## config.mk

```make
export PLATFORM = sky130hd
export DESIGN_NAME = hazard_ctrl_flat
export DESIGN_NICKNAME = d
export VERILOG_FILES = /design/src/rtl/hazard_ctrl_pkg.sv /design/src/rtl/hazard_ctrl_if.sv /design/src/rtl/hazard_ctrl_hazard_detect.sv /design/src/rtl/hazard_ctrl.sv /design/src/flat_wrapper.sv
export SDC_FILE = /design/constraint.sdc
export NUM_CORES = 1
export LEC_CHECK = 0
export ABC_AREA = 1
export CORE_ASPECT_RATIO = 0.7
export CORE_UTILIZATION = 50
export DETAILED_ROUTE_END_ITERATION = 6
export DONT_BUFFER_PORTS = 1
export GPL_TIMING_DRIVEN = 0
export PLACE_DENSITY = 0.66
export SYNTH_ARGS = -nofsm -noshare
export SYNTH_HDL_FRONTEND = slang
export SYNTH_SLANG_ARGS = --single-unit
```

## constraint.sdc

```tcl
create_clock -name clk -period 1.6 [get_ports clk]
set_input_delay 0.16 -clock clk [delete_from_list [all_inputs] [get_ports clk]]
set_output_delay 0.16 -clock clk [all_outputs]
set_load 0.05 [all_outputs]
```

## src/rtl/hazard_ctrl_pkg.sv

```systemverilog
// Shared definitions for the pipeline hazard control slice.
// - hc_state_e  : control FSM state encodings
// - hc_ctrl_t   : bundle of per-cycle pipeline control strobes
// - HC_NOP_INSN : NOP loaded by pipeline registers when flushed
package hazard_ctrl_pkg;

  typedef enum logic {
    HC_RUN      = 1'b0,
    HC_MEM_WAIT = 1'b1
  } hc_state_e;

  typedef struct packed {
    logic pc_stall;
    logic if_id_stall;
    logic if_id_flush;
    logic id_ex_stall;
    logic id_ex_flush;
    logic ex_me_stall;
    logic me_wb_flush;
  } hc_ctrl_t;

  // addi x0, x0, 0 -- canonical NOP inserted by flushed pipeline registers
  localparam logic [31:0] HC_NOP_INSN = 32'h0000_0013;

endpackage

```

## src/rtl/hazard_ctrl_if.sv

```systemverilog
// Pipeline <-> hazard control bundle.
// master : pipeline side (drives hazard sources, consumes controls/status)
// slave  : hazard_ctrl (consumes hazard sources, drives controls/status)
interface hazard_ctrl_if #(
  parameter int CNT_W = 32
);
  logic [4:0]       id_rs1;
  logic [4:0]       id_rs2;
  logic             id_use_rs1;
  logic             id_use_rs2;
  logic [4:0]       ex_rd;
  logic             ex_mem_read;
  logic             ex_branch_taken;
  logic             me_mem_req;
  logic             dmem_ready;
  logic             pc_stall;
  logic             if_id_stall;
  logic             if_id_flush;
  logic             id_ex_stall;
  logic             id_ex_flush;
  logic             ex_me_stall;
  logic             me_wb_flush;
  logic             mem_err;
  logic [CNT_W-1:0] load_use_cnt;
  logic [CNT_W-1:0] mem_wait_cnt;

  modport master (
    output id_rs1, id_rs2, id_use_rs1, id_use_rs2, ex_rd, ex_mem_read,
           ex_branch_taken, me_mem_req, dmem_ready,
    input  pc_stall, if_id_stall, if_id_flush, id_ex_stall, id_ex_flush,
           ex_me_stall, me_wb_flush, mem_err, load_use_cnt, mem_wait_cnt
  );

  modport slave (
    input  id_rs1, id_rs2, id_use_rs1, id_use_rs2, ex_rd, ex_mem_read,
           ex_branch_taken, me_mem_req, dmem_ready,
    output pc_stall, if_id_stall, if_id_flush, id_ex_stall, id_ex_flush,
           ex_me_stall, me_wb_flush, mem_err, load_use_cnt, mem_wait_cnt
  );
endinterface

```

## src/rtl/hazard_ctrl_hazard_detect.sv

```systemverilog
// Load-use comparator: flags when the load in EX writes a register the ID
// instruction reads. Purely combinational.
// Ports: ex_mem_read/ex_rd (producer), id_rs1/id_rs2 + use bits (consumer),
//        lu (hazard present).
module hazard_detect (
  input  logic       ex_mem_read,
  input  logic [4:0] ex_rd,
  input  logic [4:0] id_rs1,
  input  logic [4:0] id_rs2,
  input  logic       id_use_rs1,
  input  logic       id_use_rs2,
  output logic       lu
);
  // x0 is hardwired zero, so a load targeting it never creates a dependency
  assign lu = ex_mem_read && (ex_rd != 5'd0) &&
              ((id_use_rs1 && (ex_rd == id_rs1)) ||
               (id_use_rs2 && (ex_rd == id_rs2)));
endmodule

```

## src/rtl/hazard_ctrl.sv

```systemverilog
// Pipeline hazard control for the 5-stage core.
// Resolves load-use bubbles, taken-branch flushes and multi-cycle data
// memory stalls; keeps bubble/stall counters and a sticky timeout flag.
// Ports: clk, rst (sync, active high), hz (hazard_ctrl_if.slave bundle).
module hazard_ctrl
  import hazard_ctrl_pkg::*;
#(
  parameter int MEM_TIMEOUT = 256,
  parameter int CNT_W       = 32
) (
  input  logic          clk,
  input  logic          rst,
  hazard_ctrl_if.slave  hz
);
  localparam int TMR_W = (MEM_TIMEOUT > 1) ? $clog2(MEM_TIMEOUT) : 1;

  hc_state_e        state;
  logic [TMR_W-1:0] tmr;
  logic             mem_err_q;
  logic [CNT_W-1:0] lu_cnt_q;
  logic [CNT_W-1:0] mw_cnt_q;

  logic     lu, mw, take_lu;
  hc_ctrl_t ctrl;

  hazard_detect u_detect (
    .ex_mem_read (hz.ex_mem_read),
    .ex_rd       (hz.ex_rd),
    .id_rs1      (hz.id_rs1),
    .id_rs2      (hz.id_rs2),
    .id_use_rs1  (hz.id_use_rs1),
    .id_use_rs2  (hz.id_use_rs2),
    .lu          (lu)
  );

  assign mw      = hz.me_mem_req && !hz.dmem_ready;
  // A branch redirect makes the ID instruction wrong-path, so its lu is moot
  assign take_lu = !rst && !mw && !hz.ex_branch_taken && lu;

  // Priority is identical in both states; state only drives the timer.
  // On the release cycle of a wait the lower priorities apply normally.
  always_comb begin
    ctrl = '0;
    if (!rst) begin
      if (mw) begin
        ctrl.pc_stall    = 1'b1;
        ctrl.if_id_stall = 1'b1;
        ctrl.id_ex_stall = 1'b1;
        ctrl.ex_me_stall = 1'b1;
        ctrl.me_wb_flush = 1'b1;
      end else if (hz.ex_branch_taken) begin
        ctrl.if_id_flush = 1'b1;
        ctrl.id_ex_flush = 1'b1;
      end else if (lu) begin
        // one bubble suffices: next cycle the load is in ME and forwards
        ctrl.pc_stall    = 1'b1;
        ctrl.if_id_stall = 1'b1;
        ctrl.id_ex_flush = 1'b1;
      end
    end
  end

  always_ff @(posedge clk) begin
    if (rst) begin
      state     <= HC_RUN;
      tmr       <= '0;
      mem_err_q <= 1'b0;
      lu_cnt_q  <= '0;
      mw_cnt_q  <= '0;
    end else begin
      if (mw)      mw_cnt_q <= mw_cnt_q + 1'b1;
      if (take_lu) lu_cnt_q <= lu_cnt_q + 1'b1;
      case (state)
        HC_RUN: begin
          if (mw) begin
            state <= HC_MEM_WAIT;
            tmr   <= '0;
          end
        end
        HC_MEM_WAIT: begin
          if (!mw) begin
            state <= HC_RUN;
          end else if (tmr == TMR_W'(MEM_TIMEOUT - 1)) begin
            // timer saturates here; stay in wait, flag sticks until reset
            mem_err_q <= 1'b1;
          end else begin
            tmr <= tmr + 1'b1;
          end
        end
        default: state <= HC_RUN;
      endcase
    end
  end

  assign hz.pc_stall     = ctrl.pc_stall;
  assign hz.if_id_stall  = ctrl.if_id_stall;
  assign hz.if_id_flush  = ctrl.if_id_flush;
  assign hz.id_ex_stall  = ctrl.id_ex_stall;
  assign hz.id_ex_flush  = ctrl.id_ex_flush;
  assign hz.ex_me_stall  = ctrl.ex_me_stall;
  assign hz.me_wb_flush  = ctrl.me_wb_flush;
  assign hz.mem_err      = mem_err_q;
  assign hz.load_use_cnt = lu_cnt_q;
  assign hz.mem_wait_cnt = mw_cnt_q;

endmodule

```

## src/flat_wrapper.sv

```systemverilog
// flat-port wrapper written by rule: the top's interface ports become plain ports
module hazard_ctrl_flat import hazard_ctrl_pkg::*;
#(
  parameter int MEM_TIMEOUT = 256,
  parameter int CNT_W       = 32
)
  (clk, rst, hz_id_rs1, hz_id_rs2, hz_id_use_rs1, hz_id_use_rs2, hz_ex_rd, hz_ex_mem_read, hz_ex_branch_taken, hz_me_mem_req, hz_dmem_ready, hz_pc_stall, hz_if_id_stall, hz_if_id_flush, hz_id_ex_stall, hz_id_ex_flush, hz_ex_me_stall, hz_me_wb_flush, hz_mem_err, hz_load_use_cnt, hz_mem_wait_cnt);
  hazard_ctrl_if #(.CNT_W(CNT_W)) hz_i ();
  input  logic clk;
  input  logic rst;
  input wire logic [$bits(hz_i.id_rs1)-1:0] hz_id_rs1;
  input wire logic [$bits(hz_i.id_rs2)-1:0] hz_id_rs2;
  input wire logic [$bits(hz_i.id_use_rs1)-1:0] hz_id_use_rs1;
  input wire logic [$bits(hz_i.id_use_rs2)-1:0] hz_id_use_rs2;
  input wire logic [$bits(hz_i.ex_rd)-1:0] hz_ex_rd;
  input wire logic [$bits(hz_i.ex_mem_read)-1:0] hz_ex_mem_read;
  input wire logic [$bits(hz_i.ex_branch_taken)-1:0] hz_ex_branch_taken;
  input wire logic [$bits(hz_i.me_mem_req)-1:0] hz_me_mem_req;
  input wire logic [$bits(hz_i.dmem_ready)-1:0] hz_dmem_ready;
  output wire logic [$bits(hz_i.pc_stall)-1:0] hz_pc_stall;
  output wire logic [$bits(hz_i.if_id_stall)-1:0] hz_if_id_stall;
  output wire logic [$bits(hz_i.if_id_flush)-1:0] hz_if_id_flush;
  output wire logic [$bits(hz_i.id_ex_stall)-1:0] hz_id_ex_stall;
  output wire logic [$bits(hz_i.id_ex_flush)-1:0] hz_id_ex_flush;
  output wire logic [$bits(hz_i.ex_me_stall)-1:0] hz_ex_me_stall;
  output wire logic [$bits(hz_i.me_wb_flush)-1:0] hz_me_wb_flush;
  output wire logic [$bits(hz_i.mem_err)-1:0] hz_mem_err;
  output wire logic [$bits(hz_i.load_use_cnt)-1:0] hz_load_use_cnt;
  output wire logic [$bits(hz_i.mem_wait_cnt)-1:0] hz_mem_wait_cnt;
  assign hz_i.id_rs1 = hz_id_rs1;
  assign hz_i.id_rs2 = hz_id_rs2;
  assign hz_i.id_use_rs1 = hz_id_use_rs1;
  assign hz_i.id_use_rs2 = hz_id_use_rs2;
  assign hz_i.ex_rd = hz_ex_rd;
  assign hz_i.ex_mem_read = hz_ex_mem_read;
  assign hz_i.ex_branch_taken = hz_ex_branch_taken;
  assign hz_i.me_mem_req = hz_me_mem_req;
  assign hz_i.dmem_ready = hz_dmem_ready;
  assign hz_pc_stall = hz_i.pc_stall;
  assign hz_if_id_stall = hz_i.if_id_stall;
  assign hz_if_id_flush = hz_i.if_id_flush;
  assign hz_id_ex_stall = hz_i.id_ex_stall;
  assign hz_id_ex_flush = hz_i.id_ex_flush;
  assign hz_ex_me_stall = hz_i.ex_me_stall;
  assign hz_me_wb_flush = hz_i.me_wb_flush;
  assign hz_mem_err = hz_i.mem_err;
  assign hz_load_use_cnt = hz_i.load_use_cnt;
  assign hz_mem_wait_cnt = hz_i.mem_wait_cnt;
  hazard_ctrl #(.MEM_TIMEOUT(MEM_TIMEOUT), .CNT_W(CNT_W)) u_core (.clk(clk), .rst(rst), .hz(hz_i));
endmodule
```

Yosys cells after proc, flatten, opt, wreduce, memory -nomap -nowiden
Index checks and enable logic that the tools add are counted.
{"block": "totals", "register_bits": 74, "output_inout_bits": 72, "wordCells": 46}
{"block": "classes", "n_addsub": 3, "n_eq_ne": 6, "muxes": 15, "bitwise_logic": 1, "reduce_logical": 16}
{"cell": "adder 32 x 1 -> 32 bit, second input constant", "count": 2}
{"cell": "two-way mux 8 bit", "count": 3}
{"cell": "case mux 8 bit (2 select lines)", "count": 1}
{"cell": "equality test 5 bit", "count": 2}
{"cell": "adder 8 x 1 -> 8 bit, second input constant", "count": 1}
{"cell": "equality test 8 bit, second input constant", "count": 1}
{"cell": "logical AND 1 bit", "count": 8}
{"cell": "two-way mux 2 bit", "count": 4}
{"cell": "two-way mux 7 bit", "count": 1}
{"cell": "two-way mux 1 bit", "count": 6}
{"cell": "AND reduction 3 bit", "count": 2}
{"cell": "nonzero test 5 bit", "count": 1}
{"cell": "logical NOT 1 bit", "count": 4}
{"cell": "!= test 2 bit, second input constant", "count": 2}
{"cell": "!= test 2 x 1 -> 1 bit, second input constant", "count": 1}
{"cell": "logical OR 1 bit", "count": 1}
{"cell": "NOT 1 bit", "count": 1}

Logic depth before layout (Yosys ltp)
{"block": "logic_depth", "ltp_word": 8, "ltp_mapped": 11}

By module
Synthesis repeated with hierarchy kept, for this count alone.
{"block": "unflattened", "hier_cells": 680, "hier_area_um2": 4210.3}
{"module": "hazard_ctrl", "n_inst": 1, "cells_per_inst": 625, "area_each_um2": 3993.8}
{"module": "hazard_detect", "n_inst": 1, "cells_per_inst": 55, "area_each_um2": 216.5}

Least setup slack after synthesis
OpenSTA, ideal clock, no wires.
{"block": "synth_path", "path_kind": "in2out", "from": "input port hz_dmem_ready", "to": "output port hz_pc_stall", "arrival_time_ns": 2.152, "required_ns": 1.440, "path_slack_ns": -0.712, "stages": 7, "n_path_buf": 2, "path_cell_list": "inv_1 -> nand2_1 -> clkbuf_1 -> nor2_1 -> inv_1 -> nand2_1 -> buf_4"}
{"block": "synth_between", "elab_chain_len": 4}
{"element": "start, declared", "line": "flat_wrapper.sv:19", "rtl": "input wire logic [$bits(hz_i.dmem_ready)-1:0] hz_dmem_ready;"}
{"element": "logical NOT 1 bit", "line": "hazard_ctrl.sv:36", "rtl": "assign mw = hz.me_mem_req && !hz.dmem_ready;"}
{"element": "logical AND 1 bit", "line": "hazard_ctrl.sv:36"}
{"element": "two-way mux 2 bit", "line": "hazard_ctrl.sv:45", "rtl": "if (mw) begin"}
{"element": "two-way mux 7 bit", "line": "hazard_ctrl.sv:44", "rtl": "if (!rst) begin"}
{"element": "end, declared", "line": "flat_wrapper.sv:20", "rtl": "output wire logic [$bits(hz_i.pc_stall)-1:0] hz_pc_stall;"}
No other way between the ends.

Final worst setup path
{"block": "layout_path", "from": "register u_core.mw_cnt_q[10], in the netlist u_core.hz.mem_wait_cnt[10]", "to": "register u_core.mw_cnt_q[27], in the netlist u_core.hz.mem_wait_cnt[27]"}
{"block": "layout_between", "elab_chain_len": 1}
{"element": "start, declared", "line": "hazard_ctrl.sv:21", "rtl": "logic [CNT_W-1:0] mw_cnt_q;"}
{"element": "start signal, assigned", "line": "hazard_ctrl.sv:71", "rtl": "if (mw) mw_cnt_q <= mw_cnt_q + 1'b1;"}
{"element": "adder 32 x 1 -> 32 bit", "line": "hazard_ctrl.sv:71"}
No other way between the ends.
A chain may end at the register's enable or synchronous reset.

==> impl_metrics.csv <==
group,metric,value,unit
global_route,grt_pass1_vias,4199,
final_layout,nets,821,
global_route,met3_usage,0.104,
sta,worst_slack,-0.122,ns
global_route,use_met1,0.416,
yosys,ys_seq_area_frac,0.326,
global_route,grt_antenna_before_repair,0,
setup_path,critPathKind,"flop to flop",
yosys,ys_top_cells_by_area,"dfxtp_1 33%, nand2_1 20%, nor2_1 10%",
final_layout,syn_to_final_growth,32.4,%
clock_tree,clock_sinks,74,
drt,wl,14300,um
die,dieArea,9490,um2
setup_path,critPathSlowestCell,"dfxtp_4",
global_route,met2_usage,0.414,
drt,wire_per_inst,15.5,um
clock_tree,clockBufferDepth,2,
job,maxCapViolCount,0,
drt,vias,5024,
power,p_sw,0.987,mW
drt,dr.pass1.iters,5,
final_layout,final_common_cell,"nand2_1",
die,fp.coreArea,8620,um2
sta,tightest_slew,0.638,ns
global_route,grt_max_degree,13,
placement,post_dp_cell_area,4770,um2
sta,finClkSkew,0.00684,ns
global_route,grt.busiest_layer,"met1",
setup_path,path_cells,"inv_1, nor3_4, nand3_2, nor2_4, nand3_1, nand2_1, nand2_1, nor2_1",
yosys,yosys_warnings,0,
setup_path,critPathMaxFanout,5,
global_route,grt_use_total,0.294,
clock_tree,clock_latency,0.34,ns
outcome,status,"complete, but fails checks",
placement,routabilityCongestion,0.953,
clock_tree,cts_made_buffers,9,
drt,dr.first_iter.drc_count,371,
global_route,grt_pass1_wl,21000,um
global_route,globalRoute.totalOverflow,0,
yosys,syn-instance-count,755,
min_path,holdCritPathClass,"input port to flop",
yosys,yosysTopAreaCell,"dfxtp_1",
die,rows,28,
power,power_leakage,2.18,nW
final_layout,n_antenna_cell,0,
sta,slew_viol_final,0,
sta,rsz0062_at_grt,"yes",
final_layout,fillers,776,
drt,viasPerCell,5.47,
outcome,violations,"setup timing",
sta,post-route-period-util,1.08,
drt,route.detailed.drc,0,
setup_path,start_kind,"flop",
placement,portBuffers,0,
power,pwr-share-clk,0.494,
final_layout,layout_common_cells,"215 x nand2_1, 82 x nor2_1, 71 x inv_1",
drt,antenna_left,0,
setup_path,worstPathArrival,1.99,ns
sta,max_freq,0.581,GHz
setup_path,cp.required,1.87,ns
yosys,synthesis.area,4550,um2
power,switching_share,0.246,
setup_path,crit_top_cell,"nand2_1",
sta,hold_violations,0,
power,combPwrFrac,0.063,
sta,tns,-0.936,ns
sta,setup_viol,17,
die,dieWidth,116,um
setup_path,endpoint_kind,"flop",
yosys,synth_cell_type_count,31,
sta,timing.hold.ws,0.155,ns
final_layout,final_util,0.699,
power,cellPowerDensity,666,nW/um2
yosys,syn_nets,781,
yosys,syn_avg_cell_area,6.02,um2
power,p_int,3.03,mW
power,pwr-share-seq,0.443,
die,start_util,0.528,
clock_tree,cts_max_level,3,
clock_tree,tritoncts,"done",
power,ir_drop,0.458,mV
clock_tree,clock-root-buffer,"clkbuf_16",
die,die_h,81.8,um
placement,place_hpwl,10100,um
yosys,netlist.area_leader.share,0.326,
final_layout,fin_area,6020,um2
clock_tree,postCtsHoldBufs,0,
yosys,ys_seq_elements,74,
clock_tree,path_clk_slew,0.06,ns
setup_path,cpPeakStageDelay,0.43,ns
final_layout,layout-drive-gt1-share,0.312,
die,ios,95,
sta,max_slew_margin,0.575,
sta,min_period,1.72,ns
[cells by family after synthesis]
group | Yosys count | share of synthesized area
AOI/OAI and AO/OA | 75 | 0.0883
xor gates and xnor gates | 15 | 0.0289
adders and majority gates | 3 | 0.00825
buffers and inverters | 102 | 0.0944
DFF | 74 | 0.326
and+or+nand+nor | 486 | 0.454
[worst paths after layout]
path,end,from,depth (start not counted),slack [ns]
hold reg to reg,u_core.tmr[6],u_core.tmr[6],2,0.48
setup / recovery,u_core.hz.mem_wait_cnt[27],u_core.hz.mem_wait_cnt[10],8,-0.12
hold / removal,u_core.tmr[1],rst,2,0.15
setup reg to reg,u_core.hz.mem_wait_cnt[27],u_core.hz.mem_wait_cnt[10],8,-0.12
[metal layers]
metal,share of wire,vias up
met5,0,-
met4,0.013,0
met3,0.095,19
met2,0.41,218
met1,0.48,2311
li1,-,2476
[final cells by class]
cell class,count,area (um2),area share
clock buffers,12,236,0.0393
repair buffers,29,240,0.0399
plain buffers,18,131,0.0218
flip-flops and latches,74,1700,0.283
inverters,84,320,0.0532
clock inverters,3,41.3,0.00686
multi-input cells,579,3200,0.531
well taps,120,150,0.0249
[critical path, delay by kind of cell, from the launching register on]
| kind | cells | cell delay [ns] |
|---|---|---|
| flip-flops | 1 | 0.43 |
| buffers and inverters | 1 | 0.22 |
| AND/OR/NAND/NOR | 7 | 0.99 |
[cell usage after synthesis, drive strengths merged]
master	count
nand2	250
nor2	136
inv	83
dfxtp	74
nand3	62
a21oi	49
o21ai	20
nor3	18
buf	12
xor2	11
nand3b	10
nand4	8
clkbuf	6
xnor2	4
ha	3
o21bai	3
nor3b	2
a211oi	1
a221oi	1
a31oi	1
clkinv	1
[power groups by stage]
stage	registers (mW)	logic, mW	clock network [mW]
after floorplan	1.90	0.170	0
after global placement	1.90	0.214	0
after detailed placement	1.90	0.217	0
after CTS	1.80	0.237	2.01
after global routing	1.78	0.276	2.09
final	1.78	0.253	1.98
[stage by stage]
step / power (mW) / setup slack (ns) / std cells
global route: 4.14 / -0.242 / 919
floorplan: 2.07 / -0.0538 / 755
detailed placement: 2.12 / -0.346 / 875
finish: 4.01 / -0.122 / 919
global placement: 2.12 / -0.342 / 875
CTS: 4.05 / -0.0600 / 902
[sequential cells by signal, summed over array words and instances (netlist names)]
register	flops
u_core.hz.mem_err	1
u_core.tmr	8
u_core.hz.mem_wait_cnt	32
u_core.hz.load_use_cnt	32
u_core.state	1
[what timing repair did]
item | 4_1_cts | 5_1_grt
setup buffers | 12 | 17
gates resized for setup | 120 | 119
endpoints found under the setup margin | 53 | 48
pin swaps | 15 | 48
Power figures use the tool's default switching activity.
